==> src/rtl/sdram_pkg.sv <==
// Shared SDRAM definitions: command encodings, default timings,
// and the write-engine state type.
package sdram_pkg;

    // {CS_n, RAS_n, CAS_n, WE_n}
    localparam logic [3:0] CMD_NOP   = 4'b0111;
    localparam logic [3:0] CMD_ACT   = 4'b0011;
    localparam logic [3:0] CMD_WRITE = 4'b0100;
    localparam logic [3:0] CMD_PRE   = 4'b0010;
    localparam logic [3:0] CMD_REF   = 4'b0001;
    localparam logic [3:0] CMD_MRS   = 4'b0000;

    localparam int DEF_BURST_LEN = 4;
    localparam int DEF_COL_MAX   = 512;
    localparam int DEF_ROW_MAX   = 4096;
    localparam int DEF_T_RCD     = 2;
    localparam int DEF_T_WR      = 2;
    localparam int DEF_T_RP      = 2;

    // A10 high selects all banks for PRECHARGE
    localparam logic [11:0] ADDR_PRE_ALL = 12'h400;

    typedef enum logic [2:0] {
        WR_IDLE,
        WR_REQ,
        WR_ACT,
        WR_WRITE,
        WR_PRE,
        WR_REL
    } wr_state_e;

endpackage

==> src/rtl/sdram_wr_addr_gen.sv <==
// Row/column/word counters for the SDRAM write engine.
// Addresses persist across jobs; only the word count reloads.
module sdram_wr_addr_gen
    import sdram_pkg::*;
#(
    parameter int WR_WORDS  = 256,
    parameter int BURST_LEN = DEF_BURST_LEN,
    parameter int COL_MAX   = DEF_COL_MAX,
    parameter int ROW_MAX   = DEF_ROW_MAX,
    parameter int COL_W     = $clog2(COL_MAX),
    parameter int CNT_W     = $clog2(WR_WORDS + 1)
) (
    input  logic             clk,
    input  logic             rst_n,
    input  logic             job_load,
    input  logic             burst_done,
    output logic [11:0]      row,
    output logic [COL_W-1:0] col,
    output logic             row_end,
    output logic             last_burst,
    output logic             job_done
);

    logic [11:0]      row_q, row_d;
    logic [COL_W-1:0] col_q, col_d;
    logic [CNT_W-1:0] cnt_q, cnt_d;

    assign row        = row_q;
    assign col        = col_q;
    assign row_end    = (col_q == COL_W'(COL_MAX - BURST_LEN));
    assign last_burst = (cnt_q == CNT_W'(BURST_LEN));
    assign job_done   = (cnt_q == '0);

    // Advance address and word count at each completed burst
    always_comb begin
        row_d = row_q;
        col_d = col_q;
        cnt_d = cnt_q;
        if (job_load) begin
            cnt_d = CNT_W'(WR_WORDS);
        end else if (burst_done) begin
            cnt_d = cnt_q - CNT_W'(BURST_LEN);
            if (row_end) begin
                col_d = '0;
                row_d = (row_q == 12'(ROW_MAX - 1)) ? '0 : row_q + 12'd1;
            end else begin
                col_d = col_q + COL_W'(BURST_LEN);
            end
        end
    end

    // Counter registers
    always_ff @(posedge clk or negedge rst_n) begin
        if (!rst_n) begin
            row_q <= '0;
            col_q <= '0;
            cnt_q <= '0;
        end else begin
            row_q <= row_d;
            col_q <= col_d;
            cnt_q <= cnt_d;
        end
    end

endmodule

==> src/rtl/sdram_write.sv <==
// SDRAM write engine: drains WR_WORDS FIFO words per trigger as
// back-to-back bursts, yielding the bus at refresh and row change.
module sdram_write
    import sdram_pkg::*;
#(
    parameter int WR_WORDS  = 256,
    parameter int BURST_LEN = DEF_BURST_LEN,
    parameter int COL_MAX   = DEF_COL_MAX,
    parameter int ROW_MAX   = DEF_ROW_MAX,
    parameter int T_RCD     = DEF_T_RCD,
    parameter int T_WR      = DEF_T_WR,
    parameter int T_RP      = DEF_T_RP,
    parameter int HOLDOFF   = 4
) (
    input  logic        sclk,
    input  logic        s_rst_n,
    input  logic        wr_trig,
    input  logic        wr_en,
    input  logic        ref_req,
    output logic        wr_req,
    output logic        wr_end,
    output logic        flag_wr,
    output logic [3:0]  wr_cmd,
    output logic [11:0] wr_addr,
    output logic [1:0]  wr_bank_addr,
    output logic        wfifo_rd_en,
    input  logic [15:0] wfifo_rd_data,
    output logic [15:0] wr_data
);

    localparam int COL_W = $clog2(COL_MAX);
    localparam int BW    = $clog2(BURST_LEN);
    localparam int TW    = 8;
    localparam int HW    = $clog2(HOLDOFF + 1);

    wr_state_e        state_q, state_d;
    logic [TW-1:0]    tmr_q, tmr_d;
    logic [BW-1:0]    beat_q, beat_d;
    logic [HW-1:0]    hold_q, hold_d;
    logic             flag_q, flag_d;

    logic             job_load;
    logic             burst_done;
    logic [11:0]      row;
    logic [COL_W-1:0] col;
    logic             row_end;
    logic             last_burst;
    logic             job_done;
    logic             last_beat;
    logic             leave_wr;

    assign wr_data      = wfifo_rd_data;
    assign wr_bank_addr = 2'b00;
    assign flag_wr      = flag_q;
    assign last_beat    = (beat_q == BW'(BURST_LEN - 1));
    assign leave_wr     = last_burst | row_end | ref_req;

    sdram_wr_addr_gen #(
        .WR_WORDS  (WR_WORDS),
        .BURST_LEN (BURST_LEN),
        .COL_MAX   (COL_MAX),
        .ROW_MAX   (ROW_MAX)
    ) u_addr (
        .clk        (sclk),
        .rst_n      (s_rst_n),
        .job_load   (job_load),
        .burst_done (burst_done),
        .row        (row),
        .col        (col),
        .row_end    (row_end),
        .last_burst (last_burst),
        .job_done   (job_done)
    );

    // Next-state and command decode
    always_comb begin
        state_d     = state_q;
        tmr_d       = tmr_q;
        beat_d      = beat_q;
        flag_d      = flag_q;
        hold_d      = (hold_q != '0) ? hold_q - HW'(1) : hold_q;
        job_load    = 1'b0;
        burst_done  = 1'b0;
        wr_req      = 1'b0;
        wr_end      = 1'b0;
        wr_cmd      = CMD_NOP;
        wr_addr     = '0;
        wfifo_rd_en = 1'b0;
        unique case (state_q)
            WR_IDLE: begin
                if (wr_trig && hold_q == '0) begin
                    flag_d   = 1'b1;
                    job_load = 1'b1;
                    state_d  = WR_REQ;
                end
            end
            WR_REQ: begin
                wr_req = 1'b1;
                if (wr_en) begin
                    tmr_d   = '0;
                    state_d = WR_ACT;
                end
            end
            WR_ACT: begin
                if (tmr_q == '0) begin
                    wr_cmd  = CMD_ACT;
                    wr_addr = row;
                end
                // prefetch so the first beat lands with WRITE
                if (tmr_q == TW'(T_RCD - 1)) begin
                    wfifo_rd_en = 1'b1;
                    beat_d      = '0;
                    state_d     = WR_WRITE;
                end else begin
                    tmr_d = tmr_q + TW'(1);
                end
            end
            WR_WRITE: begin
                if (beat_q == '0) begin
                    wr_cmd  = CMD_WRITE;
                    wr_addr = 12'(col);
                end
                wfifo_rd_en = !(last_beat && leave_wr);
                beat_d      = last_beat ? '0 : beat_q + BW'(1);
                if (last_beat) begin
                    burst_done = 1'b1;
                    if (leave_wr) begin
                        tmr_d   = '0;
                        state_d = WR_PRE;
                    end
                end
            end
            WR_PRE: begin
                if (tmr_q == TW'(T_WR)) begin
                    wr_cmd  = CMD_PRE;
                    wr_addr = ADDR_PRE_ALL;
                end
                if (tmr_q == TW'(T_WR + T_RP)) begin
                    state_d = WR_REL;
                end else begin
                    tmr_d = tmr_q + TW'(1);
                end
            end
            WR_REL: begin
                wr_end = 1'b1;
                if (job_done) begin
                    flag_d  = 1'b0;
                    hold_d  = HW'(HOLDOFF);
                    state_d = WR_IDLE;
                end else begin
                    state_d = WR_REQ;
                end
            end
            default: state_d = WR_IDLE;
        endcase
    end

    // State and control registers
    always_ff @(posedge sclk or negedge s_rst_n) begin
        if (!s_rst_n) begin
            state_q <= WR_IDLE;
            tmr_q   <= '0;
            beat_q  <= '0;
            hold_q  <= '0;
            flag_q  <= 1'b0;
        end else begin
            state_q <= state_d;
            tmr_q   <= tmr_d;
            beat_q  <= beat_d;
            hold_q  <= hold_d;
            flag_q  <= flag_d;
        end
    end

endmodule

==> config.mk <==
export PLATFORM = sky130hd
export DESIGN_NAME = sdram_write
export DESIGN_NICKNAME = d
export VERILOG_FILES = /design/src/rtl/sdram_pkg.sv /design/src/rtl/sdram_wr_addr_gen.sv /design/src/rtl/sdram_write.sv
export SDC_FILE = /design/constraint.sdc
export NUM_CORES = 1
export LEC_CHECK = 0
export ABC_AREA = 1
export CAP_MARGIN = 20
export CORE_MARGIN = 1.5
export CORE_UTILIZATION = 49
export CTS_CLUSTER_DIAMETER = 60
export DETAILED_ROUTE_END_ITERATION = 6
export PLACE_DENSITY_LB_ADDON = 0.05
export SLEW_MARGIN = 20
export SYNTH_ARGS = -nofsm -noshare
export SYNTH_HDL_FRONTEND = slang
export SYNTH_SLANG_ARGS = --single-unit
==> constraint.sdc <==
create_clock -name sclk -period 2.1 [get_ports sclk]
set_input_delay 0.21 -clock sclk [delete_from_list [all_inputs] [get_ports sclk]]
set_output_delay 0.21 -clock sclk [all_outputs]
set_load 0.1 [all_outputs]
==> metrics.yaml <==
run_status:
  status: "complete, but fails checks"
  violations: "hold timing"
sta:
  setup_viol_count_final: 0
  hold_violations: 16
  slew_viol_final: 0
  slew_headroom_pct: 61.5
  tightest_slew_ns: 0.577
  timing.final.crit_share_pct: 94.1
  fin_skew_ns: 0.00740
  rsz0062_at_grt: "false"
  worst_slack_ns: 0.123
  max_freq_ghz: 0.506
  layout_min_cycle_time_ns: 1.98
  fin_hold_ws_ns: -0.0303
die:
  coreArea_mm2: 0.00557
  die_w_um: 79.3
  start_util_pct: 51.1
  die_y_um: 79.3
  rows: 27
  pin_count: 59
  die-area_mm2: 0.00628
routing:
  dr.pass1.iters: 6
  via_per_inst: 5.20
  routed_wl_um: 6240
  drc: 0
  wire_per_inst_um: 12.8
  drt_iter0_markers: 182
  vias: 2533
  ant_nets: 0
pwr:
  peakVddDrop_uv: 1690
  p_leak_nw: 1.69
  p_per_area_mw_per_mm2: 1100
critical_path:
  cp_cell_sequence: "ha_1 > nand3_1 > nor3_2 > nor2_1 > nor2_2 > nand2_1 > buf_12"
  cp_max_fo: 3
  cpPeakStageDelay_ns: 0.39
  arrival_ns: 1.77
  r2r_slack_ns: 0.32
  end_kind: "output port"
  required_ns: 1.89
  crit_slowest_cell: "dfrtp_1"
  critical_path_class: "flop to output port"
  critPathLaunchType: "flop"
global_route:
  grt_pass1_vias: 2340
  grt_antenna_before_repair: 0
  grt_pass1_wl_um: 10500
  gr-total-overflow: 0
  track_usage_pct: 21.5
  grt_max_degree: 44
clock_tree:
  cts.path.max_buffers: 2
  cts_tree: "yes"
  cts.sinks: 43
  clk_pin_slew_ns: 0.09
  cts_root_buf: "clkbuf_8"
  clk_latency_ns: 0.30
  htreeDepth: 2
  numCtsBuffers: 5
final_layout:
  final-seq-area_mm2: 0.00108
  layout_commonest_cell: "nand2_1"
  fin_nets: 448
  drive_above_1_share_pct: 18.6
  nFillCells: 506
  final_cell_mix: "nand2_1 (89), inv_1 (51), dfrtp_1 (41)"
  area_growth_pct: 25.1
  num_antenna_cells: 0
  multiInputGateArea_mm2: 0.00157
yosys:
  yosysWarnings: 0
  syn_area_per_cell_um2: 7.23
  synth_cell_types: 29
  ys_seq_elements: 43
  synth_area_mm2: 0.00285
  yosysSeqAreaShare_pct: 37.8
  synthCells: 394
run:
  maxCapViolations: 0
placed_design:
  gp_congestion: 0.848
  pre_cts_ws_ns: 0.266
  hpwl_um: 4570
  io_buffers: 23
worst_hold_path:
  hp-class: "primary input to async pin"
critical path: cells and delay by family (launching register included):
| family | cells | cell delay, ns |
|---|---|---|
| adders and majority gates | 1 | 0.21 |
| DFF | 1 | 0.39 |
| buffers and inverters | 1 | 0.18 |
| and+or+nand+nor | 5 | 0.67 |
where the power goes:
group	switching (mW)	internal (mW)
clock	0.304	0.385
sequential	0.111	0.987
combinational	1.45	0.697
stage by stage:
stage                     utilization [%]  instance area, µm²  instances  power (mW)  TNS, ns
after CTS                            62.9                3500        484        3.88        0
after global placement               60.5                3370        475        3.13        0
after global routing                 63.9                3560        487        4.21        0
after detailed placement             60.5                3370        475        3.16        0
after floorplan                         -                2990        396        2.74   -0.424
final                                63.9                3560        487        3.93        0
area by class of cell:
type,instances,area share [%]
sequential,43,30.3
timing repair buffer,34,13.7
inverter,56,6.04
multi-input combinational,274,44.1
tap,72,2.53
clock buffer,6,2.32
clock inverter,2,0.983
cell usage after synthesis:
library cell	count	area share [%]
o21bai_1	1	0.26
o21a_1	2	0.53
o21ai_0	26	4.6
nand2_1	91	12
ha_1	13	5.7
o31ai_1	1	0.26
nor2_4	3	1.2
nor2_2	4	0.88
clkinv_4	1	0.31
inv_2	1	0.13
nand3_1	37	6.5
a21boi_0	1	0.26
buf_2	3	0.53
nand3_2	1	0.35
buf_4	20	5.3
a31oi_1	1	0.22
nor4_1	1	0.22
a21oi_1	10	1.8
xnor2_1	1	0.31
nand4_1	14	3.1
inv_1	54	7.1
nor2_1	43	5.7
conb_1	1	0.13
xor2_1	5	1.5
nand2_4	2	0.79
o21ai_1	1	0.18
nor3_1	8	1.4
o22ai_1	5	1.1
dfrtp_1	43	38
kinds of logic (layout without fill, tap and decap cells):
| logic type | after synthesis | in the layout | share of synthesized area (%) |
|---|---|---|---|
| fa+ha+maj | 13 | 13 | 5.71 |
| other cells | 1 | 3 | 0.132 |
| xor+xnor | 6 | 6 | 1.84 |
| flops | 43 | 43 | 37.8 |
| compound gates | 48 | 48 | 9.13 |
| simple gates | 204 | 204 | 32.1 |
| buf+inv | 79 | 98 | 13.4 |
metal layers:
layer | routed length [µm] | GRT usage [%] | part of all wire (%) | vias up
met1 | 2870 | 27.4 | 46 | 1179
met4 | 93 | 5.96 | 1.5 | 0
li1 | - | - | - | 1288
met5 | 0 | 0 | 0 | -
met2 | 3010 | 36.8 | 48 | 56
met3 | 271 | 4.37 | 4.3 | 10
state kept, by name, summed over array words and instances, names as in the netlist:
name	cells
u_addr.col	7
beat_q	2
u_addr.row	12
u_addr.cnt_q	7
tmr_q	8
flag_wr	1
hold_q	3
state_q	3
repair_timing:
| action | in CTS | in global routing |
|---|---|---|
| endpoints found under the setup margin | 9 | 14 |
| gates resized for setup | 3 | 11 |
| pin swaps | 0 | 1 |
| hold buffers | 0 | 0 |
| setup buffers | 1 | 3 |
final timing paths:
path / startpoint / to / cells past startpoint
setup / recovery: u_addr.col[2] / wfifo_rd_en / 7
hold / removal: s_rst_n / u_addr.col[2] / 2
setup reg to reg: u_addr.col[2] / tmr_q[1] / 8
hold reg to reg: u_addr.row[10] / u_addr.row[10] / 2
max in group asynchronous: s_rst_n / state_q[1] / 2
min in group sclk: wfifo_rd_data[10] / wr_data[10] / 0
(Power assumes the default switching activity.)
